==> src/rtl/fetch_decode_queue_pkg.sv <==
// Shared definitions for the fetch/decode instruction queue: defaults, the
// fetch-entry record and the instruction field positions used by decode.
package fetch_decode_queue_pkg;

    localparam int          FDQ_DEPTH = 4;
    localparam int          FDQ_XLEN  = 32;
    localparam logic [31:0] NOP_INSTR = 32'h0000_0013;

    // Field positions within a 32-bit instruction word
    localparam int OP_LSB  = 0;
    localparam int OP_MSB  = 6;
    localparam int FN3_LSB = 12;
    localparam int FN3_MSB = 14;
    localparam int FN7_LSB = 25;
    localparam int FN7_MSB = 31;

    typedef struct packed {
        logic [31:0]         instr;
        logic [FDQ_XLEN-1:0] pc;
        logic                pred_taken;
        logic [FDQ_XLEN-1:0] pred_target;
    } fetch_entry_t;

endpackage

==> src/rtl/fetch_decode_queue_if.sv <==
// Handshake bundle between fetch, the queue and decode; master is the
// fetch/decode side, slave is the queue itself.
interface fetch_decode_queue_if #(
    parameter int XLEN = 32,
    parameter int CW   = 3
);
    logic            flush;
    logic            in_valid;
    logic            in_ready;
    logic [31:0]     in_instr;
    logic [XLEN-1:0] in_pc;
    logic            in_pred_taken;
    logic [XLEN-1:0] in_pred_target;
    logic            out_valid;
    logic            out_ready;
    logic [31:0]     out_instr;
    logic [6:0]      out_op;
    logic [2:0]      out_fn3;
    logic [6:0]      out_fn7;
    logic [XLEN-1:0] out_pc;
    logic            out_pred_taken;
    logic [XLEN-1:0] out_pred_target;
    logic [CW-1:0]   count;
    logic            full;
    logic            empty;

    modport master (
        output flush, in_valid, in_instr, in_pc, in_pred_taken, in_pred_target, out_ready,
        input  in_ready, out_valid, out_instr, out_op, out_fn3, out_fn7, out_pc,
               out_pred_taken, out_pred_target, count, full, empty
    );

    modport slave (
        input  flush, in_valid, in_instr, in_pc, in_pred_taken, in_pred_target, out_ready,
        output in_ready, out_valid, out_instr, out_op, out_fn3, out_fn7, out_pc,
               out_pred_taken, out_pred_target, count, full, empty
    );
endinterface

==> src/rtl/fetch_decode_queue_storage.sv <==
// Entry storage for the queue: one write port, one asynchronous read port,
// deliberately not reset (validity is tracked by the pointers/count).
module fdq_storage #(
    parameter int DEPTH = 4,
    parameter int W     = 97,
    parameter int AW    = $clog2(DEPTH)
) (
    input  logic          clk,
    input  logic          we,
    input  logic [AW-1:0] waddr,
    input  logic [W-1:0]  wdata,
    input  logic [AW-1:0] raddr,
    output logic [W-1:0]  rdata
);
    logic [W-1:0] mem_q [DEPTH];

    // Write port
    always_ff @(posedge clk) begin
        if (we) begin
            mem_q[waddr] <= wdata;
        end
    end

    assign rdata = mem_q[raddr];
endmodule

==> src/rtl/fetch_decode_queue.sv <==
// In-order queue between fetch and decode. Head entry is shown combinationally,
// bubbled to a NOP when empty; flush discards everything in one cycle.
module fetch_decode_queue
    import fetch_decode_queue_pkg::*;
#(
    parameter int          DEPTH     = FDQ_DEPTH,
    parameter int          XLEN      = FDQ_XLEN,
    parameter logic [31:0] NOP_INSTR = fetch_decode_queue_pkg::NOP_INSTR
) (
    input logic                 clk,
    input logic                 rst_n,
    fetch_decode_queue_if.slave bus
);
    localparam int AW = $clog2(DEPTH);
    localparam int CW = AW + 1;
    localparam int EW = 32 + 1 + 2 * XLEN;
    localparam logic [CW-1:0] DEPTH_C = CW'(DEPTH);
    localparam logic [CW-1:0] CNT_ONE = {{(CW-1){1'b0}}, 1'b1};
    localparam logic [AW-1:0] PTR_ONE = {{(AW-1){1'b0}}, 1'b1};

    logic [AW-1:0] wr_ptr_q, wr_ptr_d, rd_ptr_q, rd_ptr_d;
    logic [CW-1:0] count_q, count_d;
    logic          full_s, empty_s, push_s, pop_s;
    logic [EW-1:0] wdata_s, rdata_s;

    assign full_s  = (count_q == DEPTH_C);
    assign empty_s = (count_q == {CW{1'b0}});
    // Acceptance looks only at registered fullness, never at out_ready
    assign push_s  = bus.in_valid & ~full_s & ~bus.flush;
    assign pop_s   = bus.out_ready & ~empty_s & ~bus.flush;
    assign wdata_s = {bus.in_instr, bus.in_pc, bus.in_pred_taken, bus.in_pred_target};

    fdq_storage #(.DEPTH(DEPTH), .W(EW), .AW(AW)) u_storage (
        .clk   (clk),
        .we    (push_s),
        .waddr (wr_ptr_q),
        .wdata (wdata_s),
        .raddr (rd_ptr_q),
        .rdata (rdata_s)
    );

    // Pointer and occupancy next state; flush wins over push and pop
    always_comb begin
        wr_ptr_d = wr_ptr_q;
        rd_ptr_d = rd_ptr_q;
        count_d  = count_q;
        if (bus.flush) begin
            wr_ptr_d = {AW{1'b0}};
            rd_ptr_d = {AW{1'b0}};
            count_d  = {CW{1'b0}};
        end else begin
            if (push_s) begin
                wr_ptr_d = wr_ptr_q + PTR_ONE;
            end else begin
                wr_ptr_d = wr_ptr_q;
            end
            if (pop_s) begin
                rd_ptr_d = rd_ptr_q + PTR_ONE;
            end else begin
                rd_ptr_d = rd_ptr_q;
            end
            case ({push_s, pop_s})
                2'b10:   count_d = count_q + CNT_ONE;
                2'b01:   count_d = count_q - CNT_ONE;
                default: count_d = count_q;
            endcase
        end
    end

    // Pointer and occupancy registers
    always_ff @(posedge clk or negedge rst_n) begin
        if (!rst_n) begin
            wr_ptr_q <= {AW{1'b0}};
            rd_ptr_q <= {AW{1'b0}};
            count_q  <= {CW{1'b0}};
        end else begin
            wr_ptr_q <= wr_ptr_d;
            rd_ptr_q <= rd_ptr_d;
            count_q  <= count_d;
        end
    end

    // Head view: stored entry when occupied, harmless ADDI bubble otherwise
    always_comb begin
        bus.out_instr       = NOP_INSTR;
        bus.out_pc          = {XLEN{1'b0}};
        bus.out_pred_taken  = 1'b0;
        bus.out_pred_target = {XLEN{1'b0}};
        if (empty_s) begin
            bus.out_instr       = NOP_INSTR;
            bus.out_pc          = {XLEN{1'b0}};
            bus.out_pred_taken  = 1'b0;
            bus.out_pred_target = {XLEN{1'b0}};
        end else begin
            bus.out_instr       = rdata_s[EW-1 -: 32];
            bus.out_pc          = rdata_s[2*XLEN -: XLEN];
            bus.out_pred_taken  = rdata_s[XLEN];
            bus.out_pred_target = rdata_s[XLEN-1:0];
        end
    end

    assign bus.out_op    = bus.out_instr[OP_MSB:OP_LSB];
    assign bus.out_fn3   = bus.out_instr[FN3_MSB:FN3_LSB];
    assign bus.out_fn7   = bus.out_instr[FN7_MSB:FN7_LSB];
    assign bus.out_valid = ~empty_s;
    assign bus.in_ready  = ~full_s;
    assign bus.full      = full_s;
    assign bus.empty     = empty_s;
    assign bus.count     = count_q;
endmodule

==> src/flat_wrapper.sv <==
// flat-port wrapper written by rule: the top's interface ports become plain ports
module fetch_decode_queue_flat import fetch_decode_queue_pkg::*;
#(
    parameter int          DEPTH     = FDQ_DEPTH,
    parameter int          XLEN      = FDQ_XLEN,
    parameter logic [31:0] NOP_INSTR = fetch_decode_queue_pkg::NOP_INSTR
)
  (clk, rst_n, bus_flush, bus_in_valid, bus_in_instr, bus_in_pc, bus_in_pred_taken, bus_in_pred_target, bus_out_ready, bus_in_ready, bus_out_valid, bus_out_instr, bus_out_op, bus_out_fn3, bus_out_fn7, bus_out_pc, bus_out_pred_taken, bus_out_pred_target, bus_count, bus_full, bus_empty);
  fetch_decode_queue_if #(.XLEN(XLEN), .CW(3)) bus_i ();
  input logic clk;
  input logic rst_n;
  input wire logic [$bits(bus_i.flush)-1:0] bus_flush;
  input wire logic [$bits(bus_i.in_valid)-1:0] bus_in_valid;
  input wire logic [$bits(bus_i.in_instr)-1:0] bus_in_instr;
  input wire logic [$bits(bus_i.in_pc)-1:0] bus_in_pc;
  input wire logic [$bits(bus_i.in_pred_taken)-1:0] bus_in_pred_taken;
  input wire logic [$bits(bus_i.in_pred_target)-1:0] bus_in_pred_target;
  input wire logic [$bits(bus_i.out_ready)-1:0] bus_out_ready;
  output wire logic [$bits(bus_i.in_ready)-1:0] bus_in_ready;
  output wire logic [$bits(bus_i.out_valid)-1:0] bus_out_valid;
  output wire logic [$bits(bus_i.out_instr)-1:0] bus_out_instr;
  output wire logic [$bits(bus_i.out_op)-1:0] bus_out_op;
  output wire logic [$bits(bus_i.out_fn3)-1:0] bus_out_fn3;
  output wire logic [$bits(bus_i.out_fn7)-1:0] bus_out_fn7;
  output wire logic [$bits(bus_i.out_pc)-1:0] bus_out_pc;
  output wire logic [$bits(bus_i.out_pred_taken)-1:0] bus_out_pred_taken;
  output wire logic [$bits(bus_i.out_pred_target)-1:0] bus_out_pred_target;
  output wire logic [$bits(bus_i.count)-1:0] bus_count;
  output wire logic [$bits(bus_i.full)-1:0] bus_full;
  output wire logic [$bits(bus_i.empty)-1:0] bus_empty;
  assign bus_i.flush = bus_flush;
  assign bus_i.in_valid = bus_in_valid;
  assign bus_i.in_instr = bus_in_instr;
  assign bus_i.in_pc = bus_in_pc;
  assign bus_i.in_pred_taken = bus_in_pred_taken;
  assign bus_i.in_pred_target = bus_in_pred_target;
  assign bus_i.out_ready = bus_out_ready;
  assign bus_in_ready = bus_i.in_ready;
  assign bus_out_valid = bus_i.out_valid;
  assign bus_out_instr = bus_i.out_instr;
  assign bus_out_op = bus_i.out_op;
  assign bus_out_fn3 = bus_i.out_fn3;
  assign bus_out_fn7 = bus_i.out_fn7;
  assign bus_out_pc = bus_i.out_pc;
  assign bus_out_pred_taken = bus_i.out_pred_taken;
  assign bus_out_pred_target = bus_i.out_pred_target;
  assign bus_count = bus_i.count;
  assign bus_full = bus_i.full;
  assign bus_empty = bus_i.empty;
  fetch_decode_queue #(.DEPTH(DEPTH), .XLEN(XLEN), .NOP_INSTR(NOP_INSTR)) u_core (.clk(clk), .rst_n(rst_n), .bus(bus_i));
endmodule
==> config.mk <==
export PLATFORM = sky130hd
export DESIGN_NAME = fetch_decode_queue_flat
export DESIGN_NICKNAME = d
export VERILOG_FILES = /design/src/rtl/fetch_decode_queue_pkg.sv /design/src/rtl/fetch_decode_queue_if.sv /design/src/rtl/fetch_decode_queue_storage.sv /design/src/rtl/fetch_decode_queue.sv /design/src/flat_wrapper.sv
export SDC_FILE = /design/constraint.sdc
export NUM_CORES = 1
export LEC_CHECK = 0
export BUFFER_PORTS_ARGS = -buffer_cell sky130_fd_sc_hd__buf_2
export CAP_MARGIN = 20
export CELL_PAD_IN_SITES_DETAIL_PLACEMENT = 1
export CELL_PAD_IN_SITES_GLOBAL_PLACEMENT = 2
export CORE_ASPECT_RATIO = 0.5
export CORE_MARGIN = 1.5
export CORE_UTILIZATION = 25
export CTS_CLUSTER_DIAMETER = 80
export DETAILED_ROUTE_END_ITERATION = 7
export PLACE_DENSITY = 0.49
export SETUP_SLACK_MARGIN = 0.5
export SLEW_MARGIN = 0
export SYNTH_ARGS = -nofsm -noshare
export SYNTH_HDL_FRONTEND = slang
export SYNTH_HIERARCHICAL = 1
export SYNTH_SLANG_ARGS = --single-unit
export TNS_END_PERCENT = 10
==> constraint.sdc <==
create_clock -name clk -period 8.5 [get_ports clk]
set_input_delay 0.425 -clock clk [delete_from_list [all_inputs] [get_ports clk]]
set_output_delay 0.425 -clock clk [all_outputs]
set_load 0.02 [all_outputs]
==> results.json, run 1 <==
{
  "final_layout_size_suffix_gt1_share_pct": 41.32,
  "drt_iter0_markers": 400,
  "synth_most_common_cell": "edfxtp_1",
  "wl_um": 35060,
  "slew_viol_final": 0,
  "drc": 0,
  "dpl.hpwl_um": 20430,
  "seqPwrFrac_pct": 49.2,
  "clkPwrFrac_pct": 38.1,
  "cts.path.max_buffers": 3,
  "min_to": "u_core/u_storage/mem_q[2][20]",
  "max_freq_mhz": 279.9,
  "diodes": 0,
  "cts-resized-gates": 0,
  "htreeDepth": 2,
  "multiInputGateArea_mm2": 0.003102,
  "routabilityCongestion": 0.6690,
  "crit_chain": "buf_4 -> mux4_2 -> and2_1 -> buf_2",
  "hp-class": "in2reg",
  "seq_area_frac_synth_pct": 77.18,
  "via_per_inst": 4.073,
  "rows": 63,
  "io_buffers": 222,
  "synthTopCellsByCount": "388 x edfxtp_1, 97 x mux4_2, 94 x and2_1",
  "min_from": "bus_in_pred_target[20]",
  "postSynthCellCount": 689,
  "comb_power_share_pct": 12.7,
  "start_util_pct": 25.58,
  "p_sw_mw": 1.088,
  "synth_edf_count": 388,
  "synth_area_leader_cell": "edfxtp_1",
  "die-area_mm2": 0.06287,
  "dr.pass1.iters": 6,
  "syn-num-nets": 792,
  "cts_buffers": 41,
  "die-width_um": 353.1,
  "finalSetupViolCount": 0,
  "ios": 223,
  "worst-endpoint-arrival_ns": 3.15,
  "power.density_mw_per_mm2": 246.3,
  "slew_headroom_pct": 31.00,
  "async_reset_ff_share_pct": 1.772,
  "synth_ff_type": "edfxtp_1",
  "reg2regPathDepth": 5,
  "finalNonFillerCells": 1751,
  "cp.required_ns": 8.08,
  "grt_usage_pct": 11.12,
  "path_class": "reg2out",
  "dr_total_vias": 7132,
  "status": "complete, no violations",
  "crit_path_start_kind": "flop",
  "synth.distinct_cells": 33,
  "period_share_pct": 42.03,
  "cellInternalPower_mw": 3.452,
  "critPathMaxFanout": 52,
  "syn_area_mm2": 0.01532,
  "synth-seq-cells": 395,
  "rsz0062_at_grt": "false",
  "rrSetupSlack_ns": 5.24,
  "core_area_mm2": 0.05991,
  "cts_tree": "yes",
  "holdPathStages": 1,
  "tightestPinTransition_ns": 1.035,
  "synth.top_cell.area_share_pct": 76.04,
  "grt_pass1_vias": 7701,
  "hold_viol": 0,
  "whs_ns": 0.1035,
  "grt_pass1_wl_um": 51320,
  "switching_share_pct": 23.97,
  "path_clk_slew_ns": 0.06,
  "fin_worst_skew_ns": 0.008081,
  "fillers": 6099,
  "end_kind": "output port",
  "place_inst": 1678,
  "maxCapViolations": 0,
  "layout_setup_ws_ns": 4.928,
  "wl_per_cell_um": 20.02,
  "root_buffer": "clkbuf_16",
  "worstSetupStartpoint": "u_core/rd_ptr_q[1]",
  "r2r_start": "u_core/bus.count[2]",
  "nNetsFinal": 1013,
  "antenna_found_initial": 0,
  "r2r_end": "u_core/u_storage/mem_q[2][49]",
  "critPathTopFamily": "flip-flops",
  "route.antenna.remaining_nets": 0,
  "cts.sinks": 395,
  "grt.overflow.total": 0,
  "clkLatencyLatePin_ns": 0.53,
  "avgSynthCellArea_um2": 22.24,
  "period_needed_ns": 3.572,
  "ir_drop_uv": 137.8,
  "grt_max_degree": 61,
  "p_leak_nw": 6.172,
  "fin_setup_tns_ns": 0,
  "critical_path.slowest_cell": "dfrtp_4",
  "finish.utilization_pct": 30.77,
  "synthTopCellsByArea": "edfxtp_1 76%, mux4_2 14%, and2_1 3.8%",
  "seq_area_mm2": 0.01183,
  "place_ws_ns": 5.157,
  "path_buf_inv": 2,
  "max_stage_delay_ns": 1.04,
  "area_delta_synth_final_pct": 20.30,
  "die_h_um": 178.1,
  "yosysWarnings": 6
}
-- power by group through the flow --
stage                     combinational [mW]  clock [mW]  sequential, mW
after global placement                 0.598           0            2.28
after CTS                              0.604        1.80            2.24
final                                  0.575        1.73            2.24
after floorplan                        0.423           0            2.27
after detailed placement               0.602           0            2.28
after global routing                   0.629        1.87            2.24
-- kinds of logic after synthesis --
group | Yosys count | synth area share [%]
flops | 395 | 77.18
simple gates | 122 | 4.891
mux | 99 | 14.39
buf+inv | 57 | 2.727
compound gates | 9 | 0.3349
xor+xnor | 6 | 0.3430
fa+ha+maj | 1 | 0.1307
-- through the flow --
step / instance area (um2) / total power, mW
floorplan: 15330 / 2.691
global placement: 17140 / 2.873
detailed placement: 17140 / 2.881
CTS: 18430 / 4.640
global route: 18430 / 4.736
finish: 18430 / 4.540
-- how the worst max path moves through the flow --
stage | end | slack [ns] | cells past startpoint
2_1_floorplan | u_core/u_storage/mem_q[0][0] | 3.01 | 5
3_3_place_gp | u_core/u_storage/mem_q[2][47] | 5.21 | 5
3_5_place_dp | u_core/u_storage/mem_q[2][53] | 5.16 | 5
4_1_cts | bus_out_pred_target[7] | 4.79 | 4
5_1_grt | bus_out_pred_target[8] | 4.74 | 4
6_report | bus_out_pred_target[7] | 4.93 | 4
-- flip-flops by register name, summed over array words and instances (netlist names) --
register / count
u_core/wr_ptr_q: 2
u_core/bus.count: 3
u_core/u_storage/mem_q: 388
u_core/rd_ptr_q: 2
-- placed cells by master (no fill, tap or decap) --
master / instances
clkinv_1: 10
o22ai_1: 1
inv_6: 2
nor2_1: 9
xor2_1: 5
dlygate4sd3_1: 1
clkbuf_1: 10
o21ai_0: 2
and3b_4: 2
and3_4: 1
a31oi_1: 1
nor2b_1: 2
dfrtp_1: 5
and3_1: 1
or3b_1: 1
a21oi_1: 4
nand2_2: 1
fa_1: 1
mux2i_1: 2
clkinvlp_4: 1
dfrtp_4: 2
nand2b_1: 4
or3_4: 1
nand2_1: 1
inv_1: 3
edfxtp_1: 388
bufinv_16: 3
nor3b_1: 1
and2_1: 94
nand3_1: 2
nor3_1: 1
buf_4: 9
xnor2_1: 1
mux4_2: 97
clkinv_2: 3
nor3b_4: 1
a2111oi_0: 1
clkbuf_16: 43
buf_2: 222
-- cell type report --
class,instances,area share [%]
multi-input cells,237,16.83
flip-flops and latches,395,64.20
clock inverters,19,0.9096
clock buffers,53,6.041
repair buffers,232,6.449
well taps,812,5.512
inverters,3,0.06109
-- metal layers --
layer  global-route usage [%]  routed length [um]  vias to the layer above
met3                    1.882                 823                       44
met4                    3.165                 676                        0
met1                    12.98               13960                     3808
met2                    21.07               19600                       71
met5                        0                   0                        -
li1                         -                   -                     3209
-- timing repair --
item / in CTS / in global routing
hold buffers: 1 / 0
hold endpoints to repair: 7 / 0
buffers inserted: 0 / 0
No activity file was read; power rests on OpenSTA's default activity.
==> run 2, diff against run 1 <==
--- a/config.mk
+++ b/config.mk
@@ -14,7 +14,7 @@
 export CORE_UTILIZATION = 25
 export CTS_CLUSTER_DIAMETER = 80
 export DETAILED_ROUTE_END_ITERATION = 7
-export PLACE_DENSITY = 0.49
+export PLACE_DENSITY = 0.47
 export SETUP_SLACK_MARGIN = 0.5
 export SLEW_MARGIN = 0
 export SYNTH_ARGS = -nofsm -noshare
==> constraint.sdc (replaced) <==
create_clock -name clk -period 3.6 [get_ports clk]
set_input_delay 0.18 -clock clk [delete_from_list [all_inputs] [get_ports clk]]
set_output_delay 0.18 -clock clk [all_outputs]
set_load 0.02 [all_outputs]
==> run 2 against run 1 <==
  * Combinational power grew to 2.6 times the previous value
  * Setup slack lost 4.1 ns
  * Clock skew increased by 0.0041 ns
  * Critical path depth is the same
  * Final area up 7.4%
  * Sequential power is 140% higher
  * Flip-flop and latch count did not move
  * Critical path type unchanged
  * First-iteration DRC count fell by 13%
  * Routed wire length is 4.6% higher
  * Non-clock buffer count increased by 111
==> results.json, run 2 (synthesis gave the netlist of run 1 again) <==
{
  "max_freq_mhz": 358.8,
  "core_area_mm2": 0.05991,
  "mostFrequentLayoutCells": "388 x edfxtp_1, 222 x buf_2, 100 x dlygate4sd3_1, 97 x mux4_2, 94 x and2_1",
  "maxCapViolations": 0,
  "cts_buffers": 41,
  "rsz0062_at_grt": "false",
  "grt.met3_usage_pct": 2.066,
  "antenna_found_initial": 0,
  "cts.sinks": 395,
  "grt_pass1_vias": 8656,
  "finalSetupViolCount": 0,
  "dr_total_vias": 7622,
  "crit_path_start_kind": "flop",
  "cp-endpoint": "bus_out_instr[17]",
  "cts-resized-gates": 0,
  "tightestPinTransition_ns": 0.7351,
  "fin_setup_tns_ns": 0,
  "die-area_mm2": 0.06287,
  "ios": 223,
  "htreeDepth": 2,
  "final_common_cell": "edfxtp_1",
  "fin_worst_skew_ns": 0.01213,
  "die_h_um": 178.1,
  "status": "complete, no violations",
  "reg2regPathDepth": 8,
  "top_register": "u_core/u_storage/mem_q",
  "fin_area_mm2": 0.01980,
  "cts.path.max_buffers": 3,
  "drt_iter0_markers": 350,
  "r2r_end": "u_core/bus.count[1]",
  "final_layout_size_suffix_gt1_share_pct": 38.88,
  "path_class": "reg2out",
  "slew_viol_final": 0,
  "rrSetupSlack_ns": 1.24,
  "finalNonFillerCells": 1864,
  "whs_ns": 0.04809,
  "dr.pass1.iters": 4,
  "hp-class": "in2async",
  "dpl.hpwl_um": 22070,
  "use_met2_pct": 21.87,
  "max_stage_delay_ns": 0.86,
  "finish.utilization_pct": 33.06,
  "cts_tree": "yes",
  "drc": 0,
  "r2r_start": "u_core/bus.count[0]",
  "ir_drop_uv": 336.0,
  "placed_area_mm2": 0.01739,
  "power.density_mw_per_mm2": 568.9,
  "grt_usage_pct": 11.69,
  "gr-usage-met1_pct": 13.97,
  "area_delta_synth_final_pct": 29.24,
  "nNetsFinal": 1124,
  "largest_reg_flops": 388,
  "period_share_pct": 77.42,
  "place_inst": 1690,
  "die-width_um": 353.1,
  "via_per_inst": 4.089,
  "p_leak_nw": 6.755,
  "wl_per_cell_um": 19.67,
  "clkLatencyLatePin_ns": 0.54,
  "crit_chain": "buf_4 -> mux4_2 -> and2_1 -> buf_2",
  "grt_max_degree": 50,
  "routabilityCongestion": 0.6867,
  "rows": 63,
  "diodes": 0,
  "period_needed_ns": 2.787,
  "root_buffer": "clkbuf_16",
  "grt.overflow.total": 0,
  "start_util_pct": 25.58,
  "cp.required_ns": 3.42,
  "grt_pass1_wl_um": 54700,
  "worst-endpoint-arrival_ns": 2.61,
  "worstSetupStartpoint": "u_core/rd_ptr_q[0]",
  "hold_viol": 0,
  "path_clk_slew_ns": 0.06,
  "route.antenna.remaining_nets": 0,
  "end_kind": "output port",
  "critical_path.slowest_cell": "dfrtp_4",
  "post_cts_buffers": 0,
  "critPathMaxFanout": 29,
  "io_buffers": 222,
  "top_usage_layer": "met2",
  "slew_headroom_pct": 50.99,
  "wl_um": 36660,
  "fillers": 6075
}
run 2: cell count changes in the layout (fill, tap and decap cells not counted), sizes merged:
| cell | change |
|---|---|
| buf | +12 |
| bufinv | +5 |
| clkbuf | -3 |
| clkinvlp | -1 |
| dlygate4sd3 | +99 |
| clkinv | +2 |
| inv | -1 |
run 2: stage by stage:
stage               total power [mW]  worst slack [ns]
floorplan                      6.355           -0.3943
global placement               6.842             1.213
detailed placement             6.859             1.247
CTS                            11.52            0.6771
global route                   11.74            0.6013
finish                         11.27            0.8127
run 2: layout make-up:
| cell class | count | area, um2 | share of cell area (%) |
|---|---|---|---|
| tap | 812 | 1016 | 5.130 |
| clock inverter | 24 | 311.5 | 1.573 |
| timing repair buffer | 343 | 2407 | 12.16 |
| sequential | 395 | 11840 | 59.77 |
| inverter | 3 | 11.26 | 0.05686 |
| multi-input combinational | 237 | 3119 | 15.75 |
| clock buffer | 50 | 1102 | 5.566 |
run 2: worst min-delay path by stage:
stage / start / cells after the start / to
CTS: rst_n / 2 / u_core/bus.count[0]
detailed placement: rst_n / 1 / u_core/bus.count[0]
finish: rst_n / 2 / u_core/bus.count[0]
floorplan: rst_n / 0 / u_core/bus.count[0]
global placement: rst_n / 1 / u_core/bus.count[0]
global route: rst_n / 2 / u_core/bus.count[0]
run 2: repair_timing:
item                                    CTS  global route
hold endpoints to repair                402             0
hold buffers                            100             0
endpoints found under the setup margin    0             0
run 2: worst max-delay path: cells and delay by family (launching register included):
| kind | cells | cell delay [ns] |
|---|---|---|
| flip-flops | 1 | 0.86 |
| multiplexers | 1 | 0.53 |
| buffers and inverters | 2 | 0.52 |
| AND/OR/NAND/NOR | 1 | 0.16 |
run 2: layer usage:
metal | wire length, um | vias up
met3 | 1008 | 46
li1 | - | 3432
met4 | 652 | 0
met5 | 0 | -
met1 | 15010 | 4067
met2 | 19990 | 77
run 2: power by group:
part / switching [mW] / leakage (nW) / total [mW] / internal, mW
combinational: 0.841 / 2.45 / 1.50 / 0.655
clock: 1.73 / 0.691 / 4.48 / 2.75
sequential: 0.0791 / 3.61 / 5.29 / 5.21
